<file path="config.mk">
export PLATFORM = sky130hd
export DESIGN_NAME = mod_seq_counter
export DESIGN_NICKNAME = d
export VERILOG_FILES = /design/src/rtl/mod_seq_counter.sv
export SDC_FILE = /design/constraint.sdc
export NUM_CORES = 1
export LEC_CHECK = 0
export ABC_AREA = 1
export BUFFER_PORTS_ARGS = -buffer_cell sky130_fd_sc_hd__buf_4
export CAP_MARGIN = 20
export CORE_ASPECT_RATIO = 0.7
export CORE_MARGIN = 5
export CORE_UTILIZATION = 45
export DETAILED_ROUTE_END_ITERATION = 6
export GPL_TIMING_DRIVEN = 0
export HOLD_SLACK_MARGIN = 0.06
export PLACE_DENSITY = 0.67
export RECOVER_POWER = 50
export SYNTH_ARGS = -nofsm -noshare
export SYNTH_HDL_FRONTEND = slang
export SYNTH_SLANG_ARGS = --single-unit
export TNS_END_PERCENT = 10
</file>
<file path="constraint.sdc">
create_clock -name clk -period 2.2 [get_ports clk]
set_input_delay 0 -clock clk [delete_from_list [all_inputs] [get_ports clk]]
set_output_delay 0 -clock clk [all_outputs]
set_load 0.03 [all_outputs]
</file>
<file path="src/rtl/mod_seq_counter.sv">
// Loadable multi-mode sequence counter: binary up/down, Gray up and ping-pong over 0..MODULUS-1.
// Optional build macro MOD_SEQ_COUNTER_PRESCALE_EN adds an 8-bit step prescaler (presc input).
module mod_seq_counter #(
  parameter int unsigned WIDTH   = 8,
  parameter int unsigned MODULUS = 256
) (
  input  logic             clk,
  input  logic             rst_n,
  input  logic             en,
  input  logic             load_n,
  input  logic [WIDTH-1:0] d,
`ifdef MOD_SEQ_COUNTER_PRESCALE_EN
  input  logic [7:0]       presc,
`endif
  input  logic [1:0]       mode,
  output logic [WIDTH-1:0] q,
  output logic             dir,
  output logic             tc,
  output logic             wrap
);

  typedef enum logic [1:0] {
    ModeUp   = 2'b00,
    ModeDown = 2'b01,
    ModeGray = 2'b10,
    ModePing = 2'b11
  } mode_e;

  localparam logic [WIDTH-1:0] MaxIdx = WIDTH'(MODULUS - 1);
  localparam logic [WIDTH-1:0] One    = WIDTH'(1);
  localparam bit               Single = (MODULUS == 1);
  localparam bit               Full   = (MODULUS == (32'd1 << WIDTH));

  mode_e            mode_sel;
  logic [WIDTH-1:0] cnt_q, cnt_d;
  logic             dir_q, dir_d;
  logic             wrap_q, wrap_d;
  logic [WIDTH-1:0] load_val;
  logic             at_max, at_zero, at_terminal;
  logic             pc_hit, step_hit;

  assign mode_sel = mode_e'(mode);
  assign at_max   = (cnt_q == MaxIdx);
  assign at_zero  = (cnt_q == '0);

  // Out-of-range load values clamp to the last index; a full-range modulus needs no clamp.
  if (Full) begin : g_no_clamp
    assign load_val = d;
  end else begin : g_clamp
    assign load_val = (d > MaxIdx) ? MaxIdx : d;
  end

`ifdef MOD_SEQ_COUNTER_PRESCALE_EN
  logic [7:0] pc_q, pc_d;

  assign pc_hit = (pc_q == presc);

  always_comb begin
    pc_d = pc_q;
    if (!load_n) begin
      pc_d = '0;
    end else if (en) begin
      pc_d = pc_hit ? 8'd0 : pc_q + 8'd1;
    end
  end

  always_ff @(posedge clk or negedge rst_n) begin
    if (!rst_n) begin
      pc_q <= '0;
    end else begin
      pc_q <= pc_d;
    end
  end
`else
  assign pc_hit = 1'b1;
`endif

  assign step_hit = en & load_n & pc_hit;

  always_comb begin
    at_terminal = 1'b0;
    unique case (mode_sel)
      ModeUp, ModeGray: at_terminal = at_max;
      ModeDown:         at_terminal = at_zero;
      ModePing:         at_terminal = (dir_q & at_max) | (~dir_q & at_zero);
    endcase
  end

  always_comb begin
    cnt_d  = cnt_q;
    dir_d  = dir_q;
    wrap_d = 1'b0;
    if (!load_n) begin
      cnt_d = load_val;
    end else if (step_hit) begin
      wrap_d = at_terminal;
      unique case (mode_sel)
        ModeUp, ModeGray: begin
          dir_d = 1'b1;
          cnt_d = at_max ? '0 : cnt_q + One;
        end
        ModeDown: begin
          dir_d = 1'b0;
          cnt_d = at_zero ? MaxIdx : cnt_q - One;
        end
        ModePing: begin
          // Reverse at an endpoint and take the first step of the new direction in the same cycle,
          // so each endpoint is seen once per bounce. A single-state counter only flips dir.
          if (dir_q && at_max) begin
            dir_d = 1'b0;
            cnt_d = Single ? '0 : cnt_q - One;
          end else if (!dir_q && at_zero) begin
            dir_d = 1'b1;
            cnt_d = Single ? '0 : One;
          end else if (dir_q) begin
            cnt_d = cnt_q + One;
          end else begin
            cnt_d = cnt_q - One;
          end
        end
      endcase
    end
  end

  always_ff @(posedge clk or negedge rst_n) begin
    if (!rst_n) begin
      cnt_q  <= '0;
      dir_q  <= 1'b1;
      wrap_q <= 1'b0;
    end else begin
      cnt_q  <= cnt_d;
      dir_q  <= dir_d;
      wrap_q <= wrap_d;
    end
  end

  assign q    = (mode_sel == ModeGray) ? (cnt_q ^ (cnt_q >> 1)) : cnt_q;
  assign dir  = dir_q;
  assign wrap = wrap_q;
  // Gated by rst_n so tc stays low while the counter is held in reset.
  assign tc   = rst_n & step_hit & at_terminal;

endmodule

</file>
==> summary.txt, run 1 <==
OUTCOME
--------------------------------------------------------------------------------
Result of the run                                                   complete, no violations

CTS
--------------------------------------------------------------------------------
Number of buffers inserted by post-CTS setup repair                            0
Clock sink total                                                              10
Insertion delay to the later sink of the worst-skew pair                 0.24 ns
Clk pin slew, worst setup/hold paths                                     0.05 ns
Cells resized by post-CTS repair                                               0
CTS root buffer                                                     sky130_fd_sc_hd__clkbuf_8
CTS tree                                                                    done
H-tree level count                                                             1
Maximum number of buffers from clock root to sink                              2
Clock buffers created by TritonCTS                                             3

TIMING
--------------------------------------------------------------------------------
Max-Slew Margin vs Limit                                                   58.6%
Final critical-path share of the clock period                              91.4%
Setup repair after global routing missed its margin                        false
Final Hold Viols                                                               0
Final critical path time including I/O delays and setup                  2.01 ns
Setup skew after layout                                               0.00731 ns
Slew of the pin with the lowest slew margin                             0.620 ns
Fin Hold WS                                                            0.0904 ns
Setup-failing EPs final                                                        0
Maximum clock frequency                                                  497 MHz
Final-layout setup total negative slack                                     0 ns
Pins Over Slew Limit                                                           0

DRT
--------------------------------------------------------------------------------
ANT nets after route                                                           0
Detailed-route DRC error count                                                 0
First DRT Iteration DRCs                                                     145
Detailed-route wire length per cell                                      12.0 um
Ratio of routed vias to standard cells                                      4.87
Number of vias after detailed routing                                      1,252
Post-detailed-routing wire length                                        3100 um
1st-pass router iterations                                                     5

GLOBAL ROUTING
--------------------------------------------------------------------------------
Most Crowded Layer GR                                                       met2
Via count of the first global-routing pass                                 1,136
Global-route wire length before repair                                   5350 um
Global routing usage on met3                                               3.25%
Global router's overall resource usage                                     17.4%
Leftover overflow at the end of global routing                                 0
Maximum number of pins on one net before global-route repair                  12
Number of antenna violations at the first check in global routing              0
GRT met1 Usage                                                             23.0%
Met2 track demand over resource in global routing                          29.2%

YOSYS
--------------------------------------------------------------------------------
Distinct cells, synth                                                         25
Combinational family with the most area after synthesis             simple AND/OR/NAND/NOR gates
Synth area leaders                                                  sky130_fd_sc_hd__dfrtp_1 17%, sky130_fd_sc_hd__ha_1 17%, sky130_fd_sc_hd__nand2_1 15%
Top-area cell type share of the netlist area                               17.2%
Xor/xnor cell area share of the yosys netlist                              4.01%
Synthesized-area fraction occupied by adder cells                          17.2%
Compound-Gate Fraction of Synth Area                                       11.1%
Netlist Area Pre-Place                                                 1310 um^2
Sequential fraction of the synthesis area                                  19.2%
Simple-gate share of the synthesized area                                  34.1%
Multiplexer area fraction after synthesis                                     0%
Total number of yosys warnings                                                 0
Synth Instances                                                              193
Cell type with the largest total area after synthesis               sky130_fd_sc_hd__dfrtp_1
Synth Net Count                                                              225
Average size of a mapped cell                                          6.79 um^2
Count of state elements after synthesis                                       10

WORST SETUP PATH
--------------------------------------------------------------------------------
CP Class                                                                 reg2out
Endpoint required time on the critical path                              2.20 ns
Critical path endpoint                                                        tc
Max Fanout on Critical Path                                                    7
Data arrival time of the critical path                                   2.01 ns
Register-to-Register Path Depth                                               11
Setup slack on the worst flop-to-flop path                               0.41 ns
Startpoint of the most critical setup path                              cnt_q[5]
Endpoint of the worst-slack reg-to-reg timing path                      cnt_q[3]
Nature of the critical path endpoint                                  output pin
Launching element type of the critical path                            flip-flop
Critical register-to-register path startpoint                           cnt_q[5]

DIE
--------------------------------------------------------------------------------
Area of the core                                                       2800 um^2
Die width                                                                74.5 um
Boundary Pins                                                                 25
Total Die Area                                                         4110 um^2
Cell row count                                                                16
Vertical die dimension                                                   55.1 um
Initial core utilization                                                   46.7%

LAYOUT
--------------------------------------------------------------------------------
Area of the multi-input gates                                           870 um^2
Proportion of layout cells with a drive suffix above 1                     21.3%
Storage element area                                                    251 um^2
Non-Filler Instances                                                         257
Core Util, Final                                                           55.8%
Net total in the final layout                                                254
FILL cells                                                                   303
Area overhead of the layout relative to synthesis                          19.4%
Count of inserted antenna diode cells                                          0

PLACED DESIGN
--------------------------------------------------------------------------------
Final weighted congestion in routability-driven placement                  0.867
Cell Count Post-Placement                                                    252
Sum of net half-perimeters after detailed placement                      2470 um
Port Buffers                                                                  23

HOLD PATH
--------------------------------------------------------------------------------
Min-delay worst type                                                      in2reg

POWER
--------------------------------------------------------------------------------
Worst ir drop on vdd                                                  0.000247 V
Power Dens Cells                                                     548 nW/um^2
Leakage power total                                                  0.000876 uW

FLOW RUN
--------------------------------------------------------------------------------
Max cap viols                                                                  0

==> cells in the mapped netlist (all sizes together) <==
library cell and number:
xor2 6, a21oi 9, nor3 1, ha 18, buf 3, a21boi 1, o21ai 7, o22ai 8
dfstp 1, nand4 2, nor3b 1, inv 37, dfrtp 9, nor2 12, nand3 13, nand2 63
bufinv 1, o21bai 1
==> registers in the layout, summed over array words and instances, names as in the netlist <==
| signal | flops |
|---|---|
| wrap | 1 |
| cnt_q | 8 |
| dir | 1 |
==> per-stage QoR <==
stage / power, uW / cell area [um^2] / setup slack [ns]
global placement: 654 / 1530 / 0.457
CTS: 875 / 1580 / 0.174
floorplan: 540 / 1310 / 0.552
detailed placement: 661 / 1530 / 0.444
global route: 932 / 1560 / 0.0508
finish: 857 / 1560 / 0.190
==> kinds of logic after synthesis <==
logic type,after synthesis
flops,10
simple gates,92
compound gates,26
buf+inv,41
xor+xnor,6
fa+ha+maj,18
==> final cells by class <==
cell class	instances	area share [%]
plain buffers	3	1.28
inverters	38	10.8
well taps	36	2.88
multi-input cells	142	55.6
repair buffers	24	10.5
clock buffers	4	2.88
flip-flops and latches	10	16.1
==> worst max-delay path, cell delays in order (launching register included) <==
cell	delay, ns
sky130_fd_sc_hd__dfrtp_1	0.45
sky130_fd_sc_hd__inv_1	0.21
sky130_fd_sc_hd__ha_1	0.26
sky130_fd_sc_hd__nand2_2	0.08
sky130_fd_sc_hd__nor2_4	0.15
sky130_fd_sc_hd__nand2_2	0.09
sky130_fd_sc_hd__nand3_1	0.08
sky130_fd_sc_hd__nand2_1	0.10
sky130_fd_sc_hd__nor3b_2	0.16
sky130_fd_sc_hd__buf_4	0.17
==> layer usage <==
layer  wire, um  vias up
li1           -      661
met4         31        0
met3        163        4
met1       1480      553
met2       1420       34
met5          0        -
==> worst min-delay path by stage <==
stage	slack, ns	endpoint	depth (start not counted)	from
after detailed placement	-0.15	cnt_q[1]	1	rst_n
final	0.09	cnt_q[6]	5	d[6]
after CTS	0.09	cnt_q[5]	5	d[5]
after floorplan	-0.30	cnt_q[0]	0	rst_n
after global routing	0.11	cnt_q[6]	5	d[6]
after global placement	-0.16	cnt_q[0]	1	rst_n
==> cell usage in the layout (no fill, tap or decap), drive strengths merged <==
cell type,count
nand2,63
inv,37
buf,21
ha,18
nand3,13
nor2,12
a21oi,9
dfrtp,9
clkbuf,9
o22ai,8
o21ai,7
xor2,6
nand4,2
bufinv,1
nor3b,1
nor3,1
o21bai,1
a21boi,1
dfstp,1
dlygate4sd3,1
==> report_power, final <==
| group | total [uW] | leakage [uW] | internal [uW] | switching (uW) |
|---|---|---|---|---|
| combinational | 411 | 0.000732 | 158 | 253 |
| clock | 207 | 0.0000228 | 127 | 79.6 |
| sequential | 239 | 0.000122 | 207 | 31.7 |
| total | 857 | 0.000876 | 493 | 364 |
==> what timing repair did <==
item                                    4_1_cts  5_1_grt
hold buffers                                  1        0
endpoints found under the setup margin        0        0
hold endpoints to repair                     10        0
No activity file was read; power rests on OpenSTA's default activity.
==> run 2, diff against run 1 <==
Settings changed: CORE_UTILIZATION 45 to 23, PLACE_DENSITY 0.67 to default.
==> summary.txt, run 2 (synthesis gave the netlist of run 1 again) <==
OUTCOME
-------------------------------------------------------------------------------------
Result of the run                                                        complete, no violations   unchanged

DIE
-------------------------------------------------------------------------------------
Total Die Area                                                              7330 um^2   was 4110 um^2
Cell row count                                                                     23   was 16
Initial core utilization                                                        23.3%   was 46.7%
Boundary Pins                                                                      25   unchanged
Die width                                                                      100 um   was 74.5 um
Vertical die dimension                                                        73.1 um   was 55.1 um
Area of the core                                                            5610 um^2   was 2800 um^2

POWER
-------------------------------------------------------------------------------------
Sw Pwr                                                                         367 uW   was 364 uW
Worst ir drop on vdd                                                       0.000180 V   was 0.000247 V
Internal power consumption                                                     524 uW   was 493 uW
Gate power share                                                                46.3%   was 48.0%
Relative contribution of the clock network to total power                       26.9%   was 24.2%
Power Dens Cells                                                          548 nW/um^2   about the same
Sw frac                                                                         41.2%   was 42.5%
PnR Total Power                                                                892 uW   was 857 uW
Leakage power total                                                       0.000886 uW   was 0.000876 uW
Share of total power in sequential cells                                        26.8%   was 27.9%

WORST SETUP PATH
-------------------------------------------------------------------------------------
CP max-delay cell                                                        sky130_fd_sc_hd__dfrtp_1   unchanged
Max Fanout on Critical Path                                                         7   unchanged
Delay of the slowest cell on the worst path                                   0.44 ns   was 0.45 ns
Data arrival time of the critical path                                        1.99 ns   was 2.01 ns
Top cell by count, worst path                                            sky130_fd_sc_hd__nand2_2   unchanged
Launching element type of the critical path                                 flip-flop   unchanged
Setup slack on the worst flop-to-flop path                                    0.45 ns   was 0.41 ns
Cell chain of the critical path                                          inv_1 -> ha_1 -> nand2_2 -> nor2_4 -> nand2_2 -> nand3_1 -> nand2_1 -> nor3b_2 -> buf_4   unchanged
CP Class                                                                      reg2out   unchanged
Critical register-to-register path startpoint                                cnt_q[5]   unchanged
Register-to-Register Path Depth                                                    11   unchanged
Endpoint required time on the critical path                                   2.20 ns   about the same
Nature of the critical path endpoint                                       output pin   unchanged
Endpoint of the worst-slack reg-to-reg timing path                           cnt_q[5]   was cnt_q[3]

LAYOUT
-------------------------------------------------------------------------------------
FILL cells                                                                        621   was 303
Core Util, Final                                                                29.0%   was 55.8%
Register with the most flip-flops                                               cnt_q   unchanged
Most frequent standard cell in the layout excluding fill and tap cells   sky130_fd_sc_hd__nand2_1   unchanged
Top library cells by usage in the layout, fill and taps aside            51 x sky130_fd_sc_hd__nand2_1, 32 x sky130_fd_sc_hd__inv_1, 20 x sky130_fd_sc_hd__buf_4   unchanged
Non-Filler Instances                                                              296   was 257
Proportion of layout cells with a drive suffix above 1                          22.2%   was 21.3%
Area overhead of the layout relative to synthesis                               24.2%   was 19.4%
Net total in the final layout                                                     254   unchanged
Number of flip-flops under the largest register name                                8   unchanged
Count of inserted antenna diode cells                                               0   unchanged

TIMING
-------------------------------------------------------------------------------------
Slew of the pin with the lowest slew margin                                  0.630 ns   was 0.620 ns
Final critical path time including I/O delays and setup                       1.99 ns   was 2.01 ns
Setup repair after global routing missed its margin                             false   unchanged
Setup-failing EPs final                                                             0   unchanged
Max-Slew Margin vs Limit                                                        58.0%   was 58.6%
Final Hold Viols                                                                    0   unchanged
Setup WS post-layout                                                         0.212 ns   was 0.190 ns
Setup skew after layout                                                    0.00566 ns   was 0.00731 ns
Final critical-path share of the clock period                                   90.4%   was 91.4%
Maximum clock frequency                                                       503 MHz   was 497 MHz
Pins Over Slew Limit                                                                0   unchanged
Final-layout setup total negative slack                                          0 ns   unchanged

DRT
-------------------------------------------------------------------------------------
Number of vias after detailed routing                                           1,234   was 1,252
1st-pass router iterations                                                          4   was 5
ANT nets after route                                                                0   unchanged
Post-detailed-routing wire length                                             3320 um   was 3100 um
Ratio of routed vias to standard cells                                           4.17   was 4.87
First DRT Iteration DRCs                                                           35   was 145
Detailed-route wire length per cell                                           11.2 um   was 12.0 um
Detailed-route DRC error count                                                      0   unchanged

CTS
-------------------------------------------------------------------------------------
CTS root buffer                                                          sky130_fd_sc_hd__clkbuf_8   unchanged
Clk pin slew, worst setup/hold paths                                          0.06 ns   was 0.05 ns
Total of hold buffers inserted after clock tree synthesis                           1   unchanged
Clock sink total                                                                   10   unchanged
Cells resized by post-CTS repair                                                    0   unchanged
CTS tree                                                                         done   unchanged
H-tree level count                                                                  1   unchanged
Clock buffers created by TritonCTS                                                  3   unchanged
Number of buffers inserted by post-CTS setup repair                                 0   unchanged
Insertion delay to the later sink of the worst-skew pair                      0.24 ns   about the same
Maximum number of buffers from clock root to sink                                   2   unchanged

PLACED DESIGN
-------------------------------------------------------------------------------------
Cell Count Post-Placement                                                         291   was 252
Sum of net half-perimeters after detailed placement                           2700 um   was 2470 um
Port Buffers                                                                       23   unchanged
Final weighted congestion in routability-driven placement                       0.855   was 0.867
Post-Place Setup Slack                                                       0.459 ns   was 0.444 ns

GLOBAL ROUTING
-------------------------------------------------------------------------------------
Via count of the first global-routing pass                                      1,187   was 1,136
Leftover overflow at the end of global routing                                      0   unchanged
Global router's overall resource usage                                          9.70%   was 17.4%
Maximum number of pins on one net before global-route repair                       12   unchanged
Global-route wire length before repair                                        5710 um   was 5350 um
Number of antenna violations at the first check in global routing                   0   unchanged

FLOW RUN
-------------------------------------------------------------------------------------
Max cap viols                                                                       0   unchanged

HOLD PATH
-------------------------------------------------------------------------------------
HP Start                                                                         d[1]   was d[6]
Number of cells on the worst hold path                                              5   unchanged
Min-delay worst type                                                           in2reg   unchanged
Terminating pin of the worst hold path                                       cnt_q[1]   was cnt_q[6]

## run 2: cell type report
cell class	count	area (um^2)	share of cell area [%]
buffer	3	20.0	1.23
sequential	10	251	15.5
clock buffer	4	55.1	3.38
tap	75	93.8	5.77
timing repair buffer	24	168	10.3
inverter	38	169	10.4
multi-input combinational	142	870	53.5
## run 2: per-layer routing
layer / track usage [%] / vias to the layer above / routed length (um)
li1: - / 654 / -
met5: 0 / - / 0
met1: 13.7 / 560 / 1720
met4: 1.35 / 0 / 0
met2: 14.9 / 20 / 1440
met3: 2.96 / 0 / 158
## run 2: power by group through the flow
stage / clock network (uW) / registers, uW / logic (uW)
3_5_place_dp: 0 / 243 / 421
3_3_place_gp: 0 / 242 / 419
5_1_grt: 254 / 243 / 469
2_1_floorplan: 0 / 241 / 300
4_1_cts: 246 / 240 / 424
6_report: 240 / 239 / 413
## run 2: how the worst max path moves through the flow
| stage | start | to | slack [ns] | cells past startpoint |
|---|---|---|---|---|
| floorplan | cnt_q[5] | tc | 0.55 | 8 |
| global placement | cnt_q[5] | cnt_q[5] | 0.46 | 11 |
| detailed placement | cnt_q[5] | tc | 0.46 | 9 |
| CTS | cnt_q[5] | tc | 0.18 | 9 |
| global route | cnt_q[5] | tc | 0.07 | 9 |
| finish | cnt_q[5] | tc | 0.21 | 9 |
## run 2: critical path: cells and delay by family, from the launching register on
family | cells | cell delay, ns
adders and majority gates | 1 | 0.26
buffers and inverters | 2 | 0.39
DFF | 1 | 0.44
and+or+nand+nor | 6 | 0.67
## run 2: per-stage QoR
step	instance area, um^2	hold slack, ns
floorplan	1310	-0.296
global placement	1580	-0.154
detailed placement	1580	-0.153
CTS	1640	0.0925
global route	1630	0.112
finish	1630	0.0914
